## src/rtl/load_store_unit_pkg.sv

```systemverilog
// Shared RV32 definitions for the load/store unit.
// Width/sign codes and the LSU state encoding.
package rv32_pkg;

  localparam logic [2:0] F3_B  = 3'b000;
  localparam logic [2:0] F3_H  = 3'b001;
  localparam logic [2:0] F3_W  = 3'b010;
  localparam logic [2:0] F3_BU = 3'b100;
  localparam logic [2:0] F3_HU = 3'b101;

  typedef enum logic [1:0] {
    IDLE = 2'd0,
    REQ  = 2'd1,
    RESP = 2'd2
  } lsu_state_e;

endpackage

```

## src/rtl/load_store_unit_if.sv

```systemverilog
// Data-memory req/ack bus between the LSU and memory.
// master = LSU side, slave = memory side.
interface load_store_unit_if;

  logic        mem_req;
  logic        mem_we;
  logic [3:0]  mem_be;
  logic [31:0] mem_addr;
  logic [31:0] mem_wdata;
  logic [31:0] mem_rdata;
  logic        mem_ack;

  modport master (
    output mem_req,
    output mem_we,
    output mem_be,
    output mem_addr,
    output mem_wdata,
    input  mem_rdata,
    input  mem_ack
  );

  modport slave (
    input  mem_req,
    input  mem_we,
    input  mem_be,
    input  mem_addr,
    input  mem_wdata,
    output mem_rdata,
    output mem_ack
  );

endinterface

```

## src/rtl/load_store_unit_align.sv

```systemverilog
// Byte-lane steering: legality, byte enables,
// store replication and load extract/extend.
module lsu_align
  import rv32_pkg::*;
(
  input  logic [2:0]  i_f3,
  input  logic        i_store,
  input  logic [1:0]  i_alo,
  input  logic [31:0] i_wdata,
  input  logic [31:0] i_rdata,
  output logic        o_ok,
  output logic [3:0]  o_be,
  output logic [31:0] o_wdata,
  output logic [31:0] o_ldata
);

  logic        w_ill;
  logic        w_sx;
  logic [31:0] w_sh;

  assign w_sh = i_rdata >> {i_alo, 3'b000};
  assign w_sx = ~i_f3[2];

  // Stores allow only B/H/W; loads reject 011/110/111.
  always_comb begin
    if (i_store) begin
      w_ill = i_f3[2] | (i_f3[1:0] == 2'b11);
    end else begin
      w_ill = (i_f3 == 3'b011) | (i_f3[2:1] == 2'b11);
    end
  end

  // Width decode drives lanes, replication and extension.
  always_comb begin
    o_ok    = 1'b0;
    o_be    = 4'b0000;
    o_wdata = i_wdata;
    o_ldata = i_rdata;
    unique case (1'b1)
      (!w_ill && i_f3[1:0] == 2'b00): begin
        o_ok    = 1'b1;
        o_be    = 4'b0001 << i_alo;
        o_wdata = {4{i_wdata[7:0]}};
        o_ldata = {{24{w_sx & w_sh[7]}}, w_sh[7:0]};
      end
      (!w_ill && i_f3[1:0] == 2'b01): begin
        o_ok    = ~i_alo[0];
        o_be    = 4'b0011 << i_alo;
        o_wdata = {2{i_wdata[15:0]}};
        o_ldata = {{16{w_sx & w_sh[15]}}, w_sh[15:0]};
      end
      (!w_ill && i_f3[1:0] == 2'b10): begin
        o_ok    = (i_alo == 2'b00);
        o_be    = 4'b1111;
        o_wdata = i_wdata;
        o_ldata = i_rdata;
      end
      default: begin
        o_ok = 1'b0;
      end
    endcase
  end

endmodule

```

## src/rtl/load_store_unit.sv

```systemverilog
// Load/store unit: captures an access, runs the
// req/ack bus with timeout, returns load data.
module load_store_unit
  import rv32_pkg::*;
#(
  parameter int TIMEOUT_CYCLES = 16
) (
  input  logic                      clk,
  input  logic                      rst_n,
  input  logic                      start,
  input  logic                      is_store,
  input  logic [2:0]                funct3,
  input  logic [31:0]               addr,
  input  logic [31:0]               wdata,
  load_store_unit_if.master         bus,
  output logic                      busy,
  output logic                      done,
  output logic                      err,
  output logic [31:0]               rdata
);

  localparam logic [31:0] TO_LAST =
    (TIMEOUT_CYCLES > 0) ? 32'(TIMEOUT_CYCLES - 1) : 32'd0;
  localparam bit TO_EN = (TIMEOUT_CYCLES > 0);

  lsu_state_e  r_state;
  logic [2:0]  r_f3;
  logic        r_store;
  logic [1:0]  r_alo;
  logic [31:0] r_cnt;

  logic [2:0]  w_f3;
  logic        w_store;
  logic [1:0]  w_alo;
  logic        w_ok;
  logic [3:0]  w_be;
  logic [31:0] w_wdata;
  logic [31:0] w_ldata;

  // Decode live inputs in IDLE, captured ones after.
  assign w_f3    = (r_state == IDLE) ? funct3 : r_f3;
  assign w_store = (r_state == IDLE) ? is_store : r_store;
  assign w_alo   = (r_state == IDLE) ? addr[1:0] : r_alo;

  assign busy = (r_state != IDLE);

  lsu_align u_align (
    .i_f3    (w_f3),
    .i_store (w_store),
    .i_alo   (w_alo),
    .i_wdata (wdata),
    .i_rdata (bus.mem_rdata),
    .o_ok    (w_ok),
    .o_be    (w_be),
    .o_wdata (w_wdata),
    .o_ldata (w_ldata)
  );

  // Access FSM with registered bus and result outputs.
  always_ff @(posedge clk or negedge rst_n) begin
    if (!rst_n) begin
      r_state       <= IDLE;
      r_f3          <= 3'b000;
      r_store       <= 1'b0;
      r_alo         <= 2'b00;
      r_cnt         <= 32'd0;
      bus.mem_req   <= 1'b0;
      bus.mem_we    <= 1'b0;
      bus.mem_be    <= 4'b0000;
      bus.mem_addr  <= 32'd0;
      bus.mem_wdata <= 32'd0;
      done          <= 1'b0;
      err           <= 1'b0;
      rdata         <= 32'd0;
    end else begin
      done <= 1'b0;
      err  <= 1'b0;
      unique case (r_state)
        IDLE: begin
          if (start) begin
            r_f3    <= funct3;
            r_store <= is_store;
            r_alo   <= addr[1:0];
            r_cnt   <= 32'd0;
            if (w_ok) begin
              r_state       <= REQ;
              bus.mem_req   <= 1'b1;
              bus.mem_we    <= is_store;
              bus.mem_be    <= w_be;
              bus.mem_addr  <= {addr[31:2], 2'b00};
              bus.mem_wdata <= w_wdata;
            end else begin
              r_state <= RESP;
              done    <= 1'b1;
              err     <= 1'b1;
              rdata   <= 32'd0;
            end
          end
        end
        REQ: begin
          if (bus.mem_ack) begin
            r_state     <= RESP;
            bus.mem_req <= 1'b0;
            bus.mem_we  <= 1'b0;
            done        <= 1'b1;
            if (!r_store) begin
              rdata <= w_ldata;
            end
          end else if (TO_EN && r_cnt == TO_LAST) begin
            r_state     <= RESP;
            bus.mem_req <= 1'b0;
            bus.mem_we  <= 1'b0;
            done        <= 1'b1;
            err         <= 1'b1;
            rdata       <= 32'd0;
          end else begin
            r_cnt <= r_cnt + 32'd1;
          end
        end
        RESP: begin
          r_state <= IDLE;
        end
        default: begin
          r_state <= IDLE;
        end
      endcase
    end
  end

endmodule

```

## src/flat_wrapper.sv

```systemverilog
// flat-port wrapper written by rule: the top's interface ports become plain ports
module load_store_unit_flat import rv32_pkg::*;
#(
  parameter int TIMEOUT_CYCLES = 16
)
  (clk, rst_n, start, is_store, funct3, addr, wdata, busy, done, err, rdata, bus_mem_req, bus_mem_we, bus_mem_be, bus_mem_addr, bus_mem_wdata, bus_mem_rdata, bus_mem_ack);
  load_store_unit_if bus_i ();
  input  logic clk;
  input  logic rst_n;
  input  logic start;
  input  logic is_store;
  input  logic [2:0] funct3;
  input  logic [31:0] addr;
  input  logic [31:0] wdata;
  output logic busy;
  output logic done;
  output logic err;
  output logic [31:0] rdata;
  output wire logic [$bits(bus_i.mem_req)-1:0] bus_mem_req;
  output wire logic [$bits(bus_i.mem_we)-1:0] bus_mem_we;
  output wire logic [$bits(bus_i.mem_be)-1:0] bus_mem_be;
  output wire logic [$bits(bus_i.mem_addr)-1:0] bus_mem_addr;
  output wire logic [$bits(bus_i.mem_wdata)-1:0] bus_mem_wdata;
  input wire logic [$bits(bus_i.mem_rdata)-1:0] bus_mem_rdata;
  input wire logic [$bits(bus_i.mem_ack)-1:0] bus_mem_ack;
  assign bus_mem_req = bus_i.mem_req;
  assign bus_mem_we = bus_i.mem_we;
  assign bus_mem_be = bus_i.mem_be;
  assign bus_mem_addr = bus_i.mem_addr;
  assign bus_mem_wdata = bus_i.mem_wdata;
  assign bus_i.mem_rdata = bus_mem_rdata;
  assign bus_i.mem_ack = bus_mem_ack;
  load_store_unit #(.TIMEOUT_CYCLES(TIMEOUT_CYCLES)) u_core (.clk(clk), .rst_n(rst_n), .start(start), .is_store(is_store), .funct3(funct3), .addr(addr), .wdata(wdata), .bus(bus_i), .busy(busy), .done(done), .err(err), .rdata(rdata));
endmodule
```

## config.mk

```make
export PLATFORM = sky130hd
export DESIGN_NAME = load_store_unit_flat
export DESIGN_NICKNAME = d
export VERILOG_FILES = /design/src/rtl/load_store_unit_pkg.sv /design/src/rtl/load_store_unit_if.sv /design/src/rtl/load_store_unit_align.sv /design/src/rtl/load_store_unit.sv /design/src/flat_wrapper.sv
export SDC_FILE = /design/constraint.sdc
export NUM_CORES = 1
export LEC_CHECK = 0
export ABC_AREA = 1
export BUFFER_PORTS_ARGS = -buffer_cell sky130_fd_sc_hd__buf_2
export CAP_MARGIN = 0
export CORE_ASPECT_RATIO = 1.2
export CORE_UTILIZATION = 45
export CTS_CLUSTER_DIAMETER = 60
export DETAILED_ROUTE_END_ITERATION = 7
export PLACE_DENSITY = 0.8
export SLEW_MARGIN = 0
export SYNTH_ARGS = -nofsm -noshare
export SYNTH_HDL_FRONTEND = slang
export SYNTH_SLANG_ARGS = --single-unit
```

## constraint.sdc

```tcl
create_clock -name clk -period 5.9 [get_ports clk]
set_input_delay 0 -clock clk [delete_from_list [all_inputs] [get_ports clk]]
set_output_delay 0 -clock clk [all_outputs]
set_load 0.01 [all_outputs]
```

# == Word-level counts from Yosys, hierarchy flattened ==
# Index checks and enable logic that the tools add are counted.
# op_classes
addsub,1
n_eq_ne,14
n_shift,3
n_mux,38
bitwise,6
n_reduce_logical,15
# op_table
cell,n
2-to-1 mux 32 bit,8
case mux 32 bit (2 select lines),4
adder 32 x 1 -> 32 bit (second input constant),1
equality test 32 x 4 -> 1 bit (second input constant),1
>> shifter 32 x 5 -> 16 bit,1
2-to-1 mux 1 bit,13
case mux 4 bit (3 select lines),1
2-to-1 mux 2 bit,5
inequality test 2 bit (second input constant),5
case mux 1 bit (2 select lines),4
AND reduction 4 bit,2
equality test 2 bit (second input constant),3
zero test 2 bit,3
AND reduction 5 bit,1
equality test 2 x 1 -> 1 bit (second input constant),2
case mux 2 bit (2 select lines),1
AND reduction 2 bit,2
nonzero test 2 bit,2
<< shifter 1 x 2 -> 4 bit (first input constant),1
<< shifter 2 x 2 -> 4 bit (first input constant),1
equality test 3 x 2 -> 1 bit (second input constant),1
logical AND 1 bit,3
2-to-1 mux 3 bit,1
inequality test 3 x 2 -> 1 bit (second input constant),1
other kinds (7),10
# totals
regBits,142
input_bits,104
out_inout_bits,105
wordCells,90

# == Logic depth before layout (Yosys ltp) ==
# Gate-level depths: netlist of run 1.
# logic_depth
ltp_word,11
depth_mapped,14
ltp_nobuf,13

# == By module ==
# A second synthesis of run 1 with hierarchy kept.
# unflattened
cells_unflattened,1036
hier_area_um2,8176.6
# by_module_without_submodules
mod,n_inst,cells_per_inst,area_per_inst_um2
load_store_unit,1,742,6772.7
lsu_align,1,294,1403.8

# == Worst setup path after synthesis of run 1 ==
# OpenSTA, ideal clock, no wires.
# synth_timing
path_kind,register -> register
from,register u_core.r_cnt[0]
to,register u_core.r_cnt[23]
arrival_ns,1.780
path_slack_ns,3.990
stages_incl_launch_ff,13
n_path_buf,2
synth_period_minus_slack_ns,1.910
path_cell_list,dfrtp_1 > ha_1 > nand3_1 > nor2_1 > nand2_1 > nor2_1 > nor2_1 > nand2_1 > nand2_1 > buf_4 > buf_2 > nand4_1 > o21ai_0
# synth_between
elab_chain_cells,4
word_cells_on_any_way,7
classes_between,add/sub (1); eq/ne (2); mux (3); reduce/logical (1)
# synth_lines
element,line_no,text
start: declaration,load_store_unit.sv:30,logic [31:0] r_cnt;
start signal: assignment,load_store_unit.sv:117,r_cnt <= r_cnt + 32'd1;
adder 32 x 1 -> 32 bit,load_store_unit.sv:117,
2-to-1 mux 32 bit,load_store_unit.sv:109,end else if (TO_EN && r_cnt == TO_LAST) begin
2-to-1 mux 32 bit,load_store_unit.sv:101,if (bus.mem_ack) begin
case mux 32 bit (2 select lines),load_store_unit.sv:78,unique case (r_state)
# Parallel ways exist; a longest one is shown, timed or not. The select of a mux whose other input is x is not followed.
# A chain may end at the register's enable or synchronous reset.

# == Worst setup path after layout of run 1 ==
# layout_timing
from,register u_core.r_state[1]
to,register u_core.bus.mem_addr[14]
# layout_between
elab_chain_cells,9
word_cells_on_any_way,21
classes_between,eq/ne (5); mux (5); bitwise (3); reduce/logical (8)
# layout_lines
element,line_no,text
start: declaration,load_store_unit.sv:26,lsu_state_e r_state;
start signal: assignment,load_store_unit.sv:62,r_state <= IDLE;
start signal: assignment,load_store_unit.sv:86,r_state <= REQ;
start signal: assignment,load_store_unit.sv:93,r_state <= RESP;
zero test 2 bit (*),--,
2-to-1 mux 3 bit,load_store_unit.sv:41,assign w_f3 = (r_state == IDLE) ? funct3 : r_f3;
equality test 3 x 2 -> 1 bit (tied with other cells),load_store_unit_align.sv:29,w_ill = (i_f3 == 3'b011) | (i_f3[2:1] == 2'b11);
"OR 1 bit, on equally long branches","load_store_unit_align.sv:29, load_store_unit_align.sv:27",
2-to-1 mux 1 bit,load_store_unit_align.sv:26,if (i_store) begin
zero test 1 bit,"load_store_unit_align.sv:40, load_store_unit_align.sv:46, load_store_unit_align.sv:52",
"logical AND 1 bit, on equally long branches","load_store_unit_align.sv:52, load_store_unit_align.sv:40, load_store_unit_align.sv:46",
case mux 1 bit (3 select lines),load_store_unit_align.sv:39,unique case (1'b1)
AND reduction 3 bit (no line) (*),--,
end signal: assignment,load_store_unit.sv:90,"bus.mem_addr <= {addr[31:2], 2'b00};"
end: declaration,load_store_unit_if.sv:17,"output mem_addr,"
# Mark *: on every way between the ends. The rest lies on a longest branch, timed or not.

==> results of run 1 <==
==> critical path: stages, from the launching register on <==
cell and delay (ns):
sky130_fd_sc_hd__dfrtp_1 0.45, sky130_fd_sc_hd__nor2_4 0.35, sky130_fd_sc_hd__nand2_1 0.16, sky130_fd_sc_hd__o21ai_4 0.22, sky130_fd_sc_hd__inv_2 0.25, sky130_fd_sc_hd__nor2_2 0.24
sky130_fd_sc_hd__nand2_2 0.09, sky130_fd_sc_hd__nand2_1 0.11, sky130_fd_sc_hd__nand2_2 0.09, sky130_fd_sc_hd__nor2_8 0.65, sky130_fd_sc_hd__inv_2 0.31, sky130_fd_sc_hd__buf_4 0.41
sky130_fd_sc_hd__nand2_1 0.19, sky130_fd_sc_hd__nand2_1 0.09
==> metrics by stage <==
step / setup WS (ns) / cells / util / hold slack, ns
after global routing: 1.85 / 1663 / 0.604 / 0.0573
after global placement: 2.36 / 1539 / 0.518 / -0.00367
after CTS: 2.25 / 1663 / 0.604 / 0.00359
final: 2.11 / 1663 / 0.604 / 0.0196
after detailed placement: 2.26 / 1539 / 0.518 / 0.00260
after floorplan: 3.99 / 1162 / - / -0.296
==> power by group through the flow <==
stage,logic (mW),registers [mW],clock network (mW)
2_1_floorplan,1.61,1.60,0
3_3_place_gp,2.28,1.47,0
3_5_place_dp,2.32,1.47,0
4_1_cts,2.45,1.46,1.06
5_1_grt,2.82,1.51,1.10
6_report,2.51,1.47,1.04
==> worst paths after layout <==
| kind | endpoint | slack (ns) |
|---|---|---|
| max reg2reg | u_core.bus.mem_addr[14] | 2.11 |
| min reg2reg | u_core.bus.mem_req | 0.47 |
| min in group asynchronous | u_core.bus.mem_addr[11] | 0.12 |
| max in group asynchronous | u_core.r_cnt[4] | 4.29 |
| min | u_core.rdata[14] | 0.02 |
| max | u_core.bus.mem_addr[14] | 2.11 |
==> layer usage <==
layer | routed length, um | track usage | up-vias
li1 | - | - | 4165
met4 | 1350 | 0.171 | 0
met3 | 1650 | 0.0629 | 99
met2 | 12000 | 0.450 | 385
met5 | 0 | 0 | -
met1 | 9840 | 0.330 | 4001
==> cell families after synthesis <==
logic type	count (synthesis)	share of synthesized area
compound gates	95	0.0631
xor+xnor	4	0.00438
fa+ha+maj	1	0.00156
buf+inv	132	0.0753
flops	142	0.444
other cells	1	0.000469
simple gates	786	0.411
==> timing repair <==
| item | CTS | global route |
|---|---|---|
| gates resized for setup | 0 | 0 |
| hold buffers | 93 | 0 |
| buffers inserted | 0 | 0 |
| hold endpoints to repair | 142 | 0 |
==> Yosys cell counts (2+ instances only) <==
master,n,area (um^2)
sky130_fd_sc_hd__nand3_1,57,285
sky130_fd_sc_hd__buf_2,28,140
sky130_fd_sc_hd__inv_2,5,18.8
sky130_fd_sc_hd__a21oi_1,17,85.1
sky130_fd_sc_hd__nand2_1,552,2070
sky130_fd_sc_hd__inv_1,76,285
sky130_fd_sc_hd__clkbuf_1,8,30.0
sky130_fd_sc_hd__o21ai_1,7,35.0
sky130_fd_sc_hd__nor3_1,21,105
sky130_fd_sc_hd__dfrtp_1,142,3550
sky130_fd_sc_hd__nand3_2,5,50.1
sky130_fd_sc_hd__or2_0,8,50.1
sky130_fd_sc_hd__nor2_4,5,56.3
sky130_fd_sc_hd__buf_4,7,52.6
sky130_fd_sc_hd__buf_1,2,7.51
sky130_fd_sc_hd__nor2_1,98,368
sky130_fd_sc_hd__o21ai_4,2,32.5
sky130_fd_sc_hd__buf_6,6,67.6
sky130_fd_sc_hd__xor2_1,4,35.0
sky130_fd_sc_hd__nor2_8,3,60.1
sky130_fd_sc_hd__nand4_1,23,144
sky130_fd_sc_hd__nand2_2,10,62.6
sky130_fd_sc_hd__o21ai_0,67,335
==> state kept, by name, summed over array words and instances (netlist names), 2 cells and up <==
name	count
u_core.bus.mem_addr	30
u_core.bus.mem_be	4
u_core.bus.mem_wdata	32
u_core.r_alo	2
u_core.r_cnt	32
u_core.r_f3	3
u_core.r_state	2
u_core.rdata	32
==> layout make-up <==
cell class | count | area, um^2 | area share
Clock inverter | 13 | 128 | 0.0121
Tap cell | 220 | 275 | 0.0261
Timing Repair Buffer | 301 | 1980 | 0.188
Inverter | 81 | 304 | 0.0289
Sequential cell | 142 | 3550 | 0.337
Clock buffer | 18 | 439 | 0.0417
Multi-Input combinational cell | 888 | 3850 | 0.365
==> layout by cell type (no fill, tap or decap), types with 3 or more instances in the layout <==
cell | Yosys | routed
sky130_fd_sc_hd__nor3_1 | 21 | 21
sky130_fd_sc_hd__nor2_8 | 3 | 3
sky130_fd_sc_hd__dlygate4sd3_1 | 0 | 93
sky130_fd_sc_hd__buf_2 | 28 | 205
sky130_fd_sc_hd__nand3_1 | 57 | 57
sky130_fd_sc_hd__o21ai_0 | 67 | 67
sky130_fd_sc_hd__a21oi_1 | 17 | 17
sky130_fd_sc_hd__nor2_4 | 5 | 5
sky130_fd_sc_hd__o21ai_1 | 7 | 7
sky130_fd_sc_hd__nand2_2 | 10 | 11
sky130_fd_sc_hd__nor2_1 | 98 | 98
sky130_fd_sc_hd__clkbuf_16 | 0 | 17
sky130_fd_sc_hd__inv_6 | 0 | 6
sky130_fd_sc_hd__xor2_1 | 4 | 4
sky130_fd_sc_hd__inv_2 | 5 | 5
sky130_fd_sc_hd__nand2_1 | 552 | 551
sky130_fd_sc_hd__inv_1 | 76 | 76
sky130_fd_sc_hd__or2_0 | 8 | 8
sky130_fd_sc_hd__clkinvlp_4 | 0 | 3
sky130_fd_sc_hd__nand4_1 | 23 | 23
sky130_fd_sc_hd__dfrtp_1 | 142 | 142
sky130_fd_sc_hd__nand3_2 | 5 | 5
==> results.json, run 1 <==
{
  "outcome": "finished, final reports clean",
  "initial_core_util": 0.458,
  "synth_cell_area_um2": 8000,
  "p_clk_frac": 0.208,
  "vdd_drop_max_v": 0.000345,
  "die_width_um": 124,
  "async_flop_share": 1.00,
  "netlist_instances": 1161,
  "route.final.wire_length_um": 24800,
  "grtUsageTotal": 0.278,
  "cts.reportedPaths.clkPinSlew_ns": 0.06,
  "n_fill_cell": 1469,
  "grt_pass1_vias": 8266,
  "timing_max_transition_violations_final": 0,
  "area_grow_syn2layout_pct": 31.7,
  "synth-seq-cells": 142,
  "data_arrival_time_at_the_worst_slack_endpoint_ns": 4.10,
  "timing.setup.critical_path_class": "flop to flop",
  "die_height_um": 148,
  "power_density_nw_per_um2": 477,
  "layout.nets": 1536,
  "crit_required_ns": 6.21,
  "core_um2": 17400,
  "place.gp.congestion": 0.917,
  "1st_pass_router_iterations": 5,
  "clock_skew_ns": 0.0143,
  "overflow": 0,
  "cts-root-buf": "sky130_fd_sc_hd__clkbuf_16",
  "synth_warnings": 0,
  "dieArea_um2": 18300,
  "tritoncts_num_sinks": 142,
  "std_cell_rows": 53,
  "antenna-diode-count": 0,
  "critical_path_source": "u_core.r_state[1]",
  "power.static_leakage_nw": 5.75,
  "synth_edf_count": 0,
  "grt_setup_unrepaired": "no",
  "finish.instance_area_um2": 10500,
  "max_slew.worst_pin.slew_ns": 1.09,
  "layout-drive-gt1-share": 0.189,
  "hold_path_class": "input pin to flop",
  "worst_reg2reg_path_length_in_cells": 13,
  "drt.antenna.violating_nets": 0,
  "cts_tree": "yes",
  "register_area_share_after_synthesis": 0.444,
  "grt_start_max_net_pins": 86,
  "final_min_period_over_clock_period": 0.642,
  "power_report.internal_total_mw": 2.69,
  "boundaryPins": 209,
  "netSwitchingFraction": 0.464,
  "hold_path.startpoint": "bus_mem_rdata[14]",
  "switching_power_mw": 2.33,
  "detail_route.drc_violations": 0,
  "timing.setup.tns_ns": 0,
  "worst_reg2reg_path_startpoint": "u_core.r_state[1]",
  "pwr-share-comb": 0.499,
  "route.detailed.wl_per_inst_um": 14.9,
  "synth_area_per_cell_um2": 6.89,
  "finalPower_mw": 5.03,
  "clk_latency_ns": 0.44,
  "critPathLaunchType": "flop",
  "finalSetupViolCount": 0,
  "cts_buffers": 17,
  "post-route-min-period_ns": 3.79,
  "hpwl_um": 15900,
  "clockBufferDepth": 2,
  "placement.io_buffers": 206,
  "worst_setup_path_end_kind": "flop",
  "vias_per_cell": 5.20,
  "drt-initial-drc-count": 714,
  "detailroute.via_count": 8650,
  "sequentialPowerShare": 0.293,
  "drv.max_cap_violation_count": 0,
  "detailed_place.area_um2": 9030,
  "number_of_antenna_violations_at_the_first_check_in_global_routing": 0,
  "synth_flop_cell": "sky130_fd_sc_hd__dfrtp_1",
  "max_fo_critical_path": 64,
  "hold_viol": 0,
  "hold_depth": 5,
  "wire_length_of_the_first_global_routing_pass_um": 39700,
  "htree_levels": 4,
  "slew-limit-headroom": 0.271,
  "max_freq_mhz": 264,
  "synth_cell_type_count": 31
}
No activity file was read; power rests on OpenSTA's default activity.
==> run 2, diff against run 1 <==
Clock period 5.9 ns to 3.6 ns, I/O delays scaled along.
==> results.json, run 2 (synthesis results as in run 1) <==
{
  "outcome": "finished, final reports clean",
  "core_um2": 17400,
  "layout-drive-gt1-share": 0.195,
  "layout.nets": 1544,
  "fin_hold_ws_ns": 0.0140,
  "finish.instance_area_um2": 10600,
  "place.gp.congestion": 0.900,
  "vdd_drop_max_v": 0.000677,
  "detailed_place.area_um2": 9120,
  "power.static_leakage_nw": 5.80,
  "layout.cells.most_common_list": "sky130_fd_sc_hd__nand2_1 (552), sky130_fd_sc_hd__buf_2 (205), sky130_fd_sc_hd__dfrtp_1 (142), sky130_fd_sc_hd__nor2_1 (98), sky130_fd_sc_hd__dlygate4sd3_1 (91)",
  "slew-limit-headroom": 0.431,
  "htree_levels": 4,
  "p_clk_frac": 0.205,
  "vias_per_cell": 5.15,
  "timing_max_transition_violations_final": 0,
  "critPathLaunchType": "flop",
  "grtUsageTotal": 0.283,
  "clk_latency_ns": 0.43,
  "cts-root-buf": "sky130_fd_sc_hd__clkbuf_16",
  "initial_core_util": 0.458,
  "route.final.wire_length_um": 25400,
  "detailroute.via_count": 8605,
  "die_height_um": 148,
  "detail_route.drc_violations": 0,
  "route.detailed.wl_per_inst_um": 15.2,
  "max_freq_mhz": 302,
  "reg_top3": "u_core.bus.mem_wdata (32), u_core.r_cnt (32), u_core.rdata (32)",
  "1st_pass_router_iterations": 5,
  "antenna-diode-count": 0,
  "tritoncts_num_sinks": 142,
  "timing.setup.critical_path_class": "flop to flop",
  "overflow": 0,
  "clockBufferDepth": 2,
  "series_of_cell_instances_along_the_critical_path": "nor2_4, nand2_1, o21ai_4, nand2_4, buf_4, nor2_1, nand2_1, nand3_1, dlygate4sd3_1, nand2_1, nand2_1",
  "layout.cells.most_common": "sky130_fd_sc_hd__nand2_1",
  "max_slew.worst_pin.slew_ns": 0.853,
  "post-route-min-period_ns": 3.32,
  "max_fo_critical_path": 28,
  "worst_setup_path_end_kind": "flop",
  "hold_viol": 0,
  "drv.max_cap_violation_count": 0,
  "cp.buffers_inverters": 2,
  "drt-initial-drc-count": 669,
  "area_grow_syn2layout_pct": 32.6,
  "grt_setup_unrepaired": "no",
  "crit_required_ns": 3.96,
  "sequentialPowerShare": 0.289,
  "power_density_nw_per_um2": 789,
  "timing.setup.tns_ns": 0,
  "dieArea_um2": 18300,
  "critical-path-top-delay-family": "simple AND/OR/NAND/NOR gates",
  "pwr-share-comb": 0.506,
  "critical-path-slowest-cell": "sky130_fd_sc_hd__dlygate4sd3_1",
  "cts.reportedPaths.clkPinSlew_ns": 0.07,
  "die_width_um": 124,
  "grt_start_max_net_pins": 94,
  "finalPower_mw": 8.36,
  "hpwl_um": 16200,
  "cts_tree": "yes",
  "clock_skew_ns": 0.0115,
  "grt_pass1_vias": 8152,
  "switching_power_mw": 3.93,
  "cts_setup_buffers": 0,
  "cts_buffers": 17,
  "data_arrival_time_at_the_worst_slack_endpoint_ns": 3.68,
  "final_min_period_over_clock_period": 0.921,
  "wire_length_of_the_first_global_routing_pass_um": 40000,
  "placement.io_buffers": 206,
  "critical_path.most_common_cell": "sky130_fd_sc_hd__nand2_1",
  "power_report.internal_total_mw": 4.43,
  "drt.antenna.violating_nets": 0,
  "hold_path_class": "input pin to flop",
  "netSwitchingFraction": 0.470,
  "finalSetupViolCount": 0,
  "number_of_antenna_violations_at_the_first_check_in_global_routing": 0,
  "std_cell_rows": 53,
  "cpPeakStageDelay_ns": 0.57,
  "boundaryPins": 209
}
==> run 2: cell types whose count changed in the layout (fill, tap and decap cells not counted), moves of 2 or more <==
cell / previous run / this run
sky130_fd_sc_hd__buf_4: 2 / 11
sky130_fd_sc_hd__clkinv_4: 2 / 0
sky130_fd_sc_hd__dlygate4sd3_1: 93 / 91
sky130_fd_sc_hd__inv_8: 0 / 4
==> run 2: final cells by class <==
cell class / count / area (um^2)
clock buffer: 17 / 425
clock inverter: 15 / 145
fill: 1517 / 6840
inverter: 81 / 304
multi-input combinational: 888 / 3840
sequential: 142 / 3550
tap: 220 / 275
timing repair buffer: 309 / 2050
==> run 2: layer usage <==
| layer | part of all wire | track usage | vias to the layer above |
|---|---|---|---|
| li1 | - | - | 4190 |
| met1 | 0.40 | 0.336 | 3933 |
| met2 | 0.49 | 0.465 | 388 |
| met3 | 0.071 | 0.0617 | 94 |
| met4 | 0.046 | 0.164 | 0 |
| met5 | 0 | 0 | - |
==> run 2: per-stage QoR <==
| stage | utilization | instances | setup WS [ns] |
|---|---|---|---|
| 2_1_floorplan | - | 1162 | 1.69 |
| 3_3_place_gp | 0.523 | 1549 | 0.740 |
| 3_5_place_dp | 0.523 | 1549 | 0.644 |
| 4_1_cts | 0.608 | 1672 | 0.445 |
| 5_1_grt | 0.608 | 1672 | 0.0733 |
| 6_report | 0.608 | 1672 | 0.284 |
==> run 2: worst reg2reg max path, stage by stage, from the launching register on <==
cell and delay, ns:
sky130_fd_sc_hd__dfrtp_1 0.45, sky130_fd_sc_hd__nor2_4 0.34, sky130_fd_sc_hd__nand2_1 0.17, sky130_fd_sc_hd__o21ai_4 0.15
sky130_fd_sc_hd__nand2_4 0.21, sky130_fd_sc_hd__buf_4 0.31, sky130_fd_sc_hd__nor2_1 0.52, sky130_fd_sc_hd__nand2_1 0.20
sky130_fd_sc_hd__nand3_1 0.16, sky130_fd_sc_hd__dlygate4sd3_1 0.57, sky130_fd_sc_hd__nand2_1 0.06, sky130_fd_sc_hd__nand2_1 0.12
==> run 2: final timing paths <==
path	startpoint	to	slack (ns)	depth (start not counted)
max in group asynchronous	rst_n	u_core.r_cnt[5]	2.46	3
setup / recovery	u_core.r_state[1]	u_core.bus.mem_wdata[27]	0.28	11
hold / removal	bus_mem_rdata[26]	u_core.rdata[26]	0.01	7
hold reg to reg	u_core.bus.mem_wdata[14]	u_core.bus.mem_wdata[14]	0.47	2
min in group asynchronous	rst_n	u_core.bus.mem_addr[10]	0.23	2
setup reg to reg	u_core.r_state[1]	u_core.bus.mem_wdata[27]	0.28	11
==> run 2: power by group through the flow <==
stage / clock (mW) / combinational (mW) / sequential [mW]
4_1_cts: 1.75 / 4.12 / 2.39
5_1_grt: 1.82 / 4.73 / 2.47
3_3_place_gp: 0 / 3.87 / 2.40
2_1_floorplan: 0 / 2.63 / 2.62
3_5_place_dp: 0 / 3.93 / 2.41
6_report: 1.71 / 4.23 / 2.41
==> run 2: timing repair <==
| action | 4_1_cts | 5_1_grt |
|---|---|---|
| hold buffers | 91 | 0 |
| endpoints found under the hold margin | 177 | 0 |
| resized for setup | 0 | 0 |
==> run 3, diff against run 2 <==
Settings changed: PLACE_DENSITY 0.8 to 0.82.
Clock period 3.6 ns to 2.8 ns, I/O delays scaled along.
==> results.json, run 3 (synthesis results as in run 1) <==
{
  "endpoint_of_the_lowest_slack_register_to_register_path": "u_core.bus.mem_wdata[27]",
  "hold_path.startpoint": "bus_mem_rdata[30]",
  "number_of_antenna_violations_at_the_first_check_in_global_routing": 1,
  "reg_top3": "u_core.bus.mem_wdata (32), u_core.r_cnt (32), u_core.rdata (32)",
  "finalSetupViolCount": 0,
  "area_grow_syn2layout_pct": 33.4,
  "hold_path_class": "input pin to flop",
  "boundaryPins": 209,
  "drt.antenna.violating_nets": 0,
  "power.static_leakage_nw": 5.84,
  "critical-path-top-delay-family": "buffers and inverters",
  "max_fo_critical_path": 25,
  "hold_depth": 7,
  "series_of_cell_instances_along_the_critical_path": "nor2_4, buf_4, nand2_1, nand2_1, nand2_2, nand2_4, buf_4, nand2_1, nand3_1, dlygate4sd3_1, nand2_1, nand2_1",
  "grt_start_max_net_pins": 89,
  "detail_route.drc_violations": 0,
  "die_height_um": 148,
  "core_um2": 17400,
  "overflow": 0,
  "htree_levels": 4,
  "cpPeakStageDelay_ns": 0.62,
  "layout.cells.most_common": "sky130_fd_sc_hd__nand2_1",
  "layout.cells.most_common_list": "sky130_fd_sc_hd__nand2_1 (552), sky130_fd_sc_hd__buf_2 (205), sky130_fd_sc_hd__dfrtp_1 (142), sky130_fd_sc_hd__nor2_1 (97), sky130_fd_sc_hd__dlygate4sd3_1 (88)",
  "post-place-ws_ns": 0.135,
  "cts_tree": "yes",
  "timing.setup.tns_ns": 0,
  "cts.reportedPaths.clkPinSlew_ns": 0.07,
  "cp.buffers_inverters": 3,
  "fin_hold_ws_ns": 0.0166,
  "hold_viol": 0,
  "1st_pass_router_iterations": 6,
  "critical_path.most_common_cell": "sky130_fd_sc_hd__nand2_1",
  "finish.instance_area_um2": 10700,
  "drt-initial-drc-count": 706,
  "die_width_um": 124,
  "initial_core_util": 0.458,
  "tritoncts_num_sinks": 142,
  "cts_buffers": 17,
  "timing_max_transition_violations_final": 0,
  "slew-limit-headroom": 0.523,
  "dieArea_um2": 18300,
  "outcome": "finished, final reports clean",
  "cts-root-buf": "sky130_fd_sc_hd__clkbuf_16",
  "final_min_period_over_clock_period": 0.933,
  "layout_setup_ws_ns": 0.189,
  "max_slew.worst_pin.slew_ns": 0.715,
  "vdd_drop_max_v": 0.000795,
  "grt_pass1_vias": 8248,
  "ff2ff_setup_slack_ns": 0.19,
  "clockBufferDepth": 2,
  "hpwl_um": 16300,
  "drv.max_cap_violation_count": 0,
  "grtUsageTotal": 0.282,
  "data_arrival_time_at_the_worst_slack_endpoint_ns": 2.99,
  "detailroute.via_count": 8690,
  "layout-drive-gt1-share": 0.202,
  "worst_setup_path_end_kind": "flop",
  "layout.nets": 1552,
  "crit_required_ns": 3.18,
  "grt_setup_unrepaired": "no",
  "vias_per_cell": 5.17,
  "clock_skew_ns": 0.0141,
  "end_point_of_the_most_critical_hold_path": "u_core.rdata[30]",
  "route.final.wire_length_um": 25300,
  "clk_latency_ns": 0.43,
  "wire_length_of_the_first_global_routing_pass_um": 39900,
  "detailed_place.area_um2": 9160,
  "std_cell_rows": 53,
  "place.gp.congestion": 0.907,
  "placement.io_buffers": 206,
  "worst_reg2reg_path_length_in_cells": 12,
  "route.detailed.wl_per_inst_um": 15.1,
  "worst_reg2reg_path_startpoint": "u_core.r_state[1]",
  "utilization": 0.612,
  "power_density_nw_per_um2": 1020,
  "critPathLaunchType": "flop",
  "critical-path-slowest-cell": "sky130_fd_sc_hd__dlygate4sd3_1",
  "max_freq_mhz": 383,
  "timing.setup.critical_path_class": "flop to flop",
  "post-route-min-period_ns": 2.61,
  "critical_path_source": "u_core.r_state[1]"
}
run 3: cell types whose count changed in the layout (fill, tap and decap cells not counted), sizes merged:
| cell | before | now |
|---|---|---|
| clkinvlp | 3 | 2 |
| diode | 0 | 1 |
| dlygate4sd3 | 91 | 88 |
| inv | 92 | 91 |
| clkinv | 1 | 3 |
| buf | 218 | 229 |
run 3: power breakdown:
part | internal, mW | total [mW] | switching [mW]
combinational | 1.89 | 5.57 | 3.68
sequential | 2.72 | 3.10 | 0.382
clock | 1.18 | 2.20 | 1.01
run 3: through the flow:
| stage | instances | power (mW) |
|---|---|---|
| after global routing | 1681 | 11.7 |
| after CTS | 1675 | 10.7 |
| final | 1681 | 10.9 |
| after floorplan | 1162 | 6.75 |
| after detailed placement | 1555 | 8.24 |
| after global placement | 1555 | 8.12 |
run 3: tightest hold or removal path, stage by stage:
cell,delay [ns]
sky130_fd_sc_hd__buf_2,0.11
sky130_fd_sc_hd__inv_1,0.06
sky130_fd_sc_hd__nand2_1,0.05
sky130_fd_sc_hd__nand2_1,0.05
sky130_fd_sc_hd__nor2_1,0.03
sky130_fd_sc_hd__nand2_1,0.05
sky130_fd_sc_hd__nand2_1,0.05
run 3: worst max-delay path by stage:
stage,end,slack [ns],cells after the start
after floorplan,u_core.r_cnt[23],0.89,12
after global placement,u_core.bus.mem_wdata[7],0.22,11
after detailed placement,u_core.bus.mem_addr[25],0.13,11
after CTS,u_core.bus.mem_wdata[25],0.02,10
after global routing,u_core.bus.mem_wdata[27],0.04,12
final,u_core.bus.mem_wdata[27],0.19,12
run 3: what timing repair did:
action / 4_1_cts / 5_1_grt
hold buffers: 88 / 0
buffers inserted: 0 / 5
endpoints found under the hold margin: 139 / 0
resized for setup: 0 / 5
setup endpoints to repair: 0 / 54
run 3: layer usage:
layer	vias to the layer above	share of wire	GRT usage
met5	-	0	0
met4	0	0.056	0.171
met3	125	0.064	0.0567
met2	399	0.49	0.471
met1	3975	0.39	0.328
li1	4191	-	-
run 3: final cells by class:
| cell class | count | area, um^2 |
|---|---|---|
| Clock buffer | 17 | 425 |
| Timing Repair Buffer | 317 | 2110 |
| Clock inverter | 15 | 145 |
| Fill cell | 1489 | 6770 |
| Sequential cell | 142 | 3550 |
| Inverter | 81 | 307 |
| Tap cell | 220 | 275 |
| Multi-Input combinational cell | 888 | 3850 |
| Antenna cell | 1 | 2.50 |
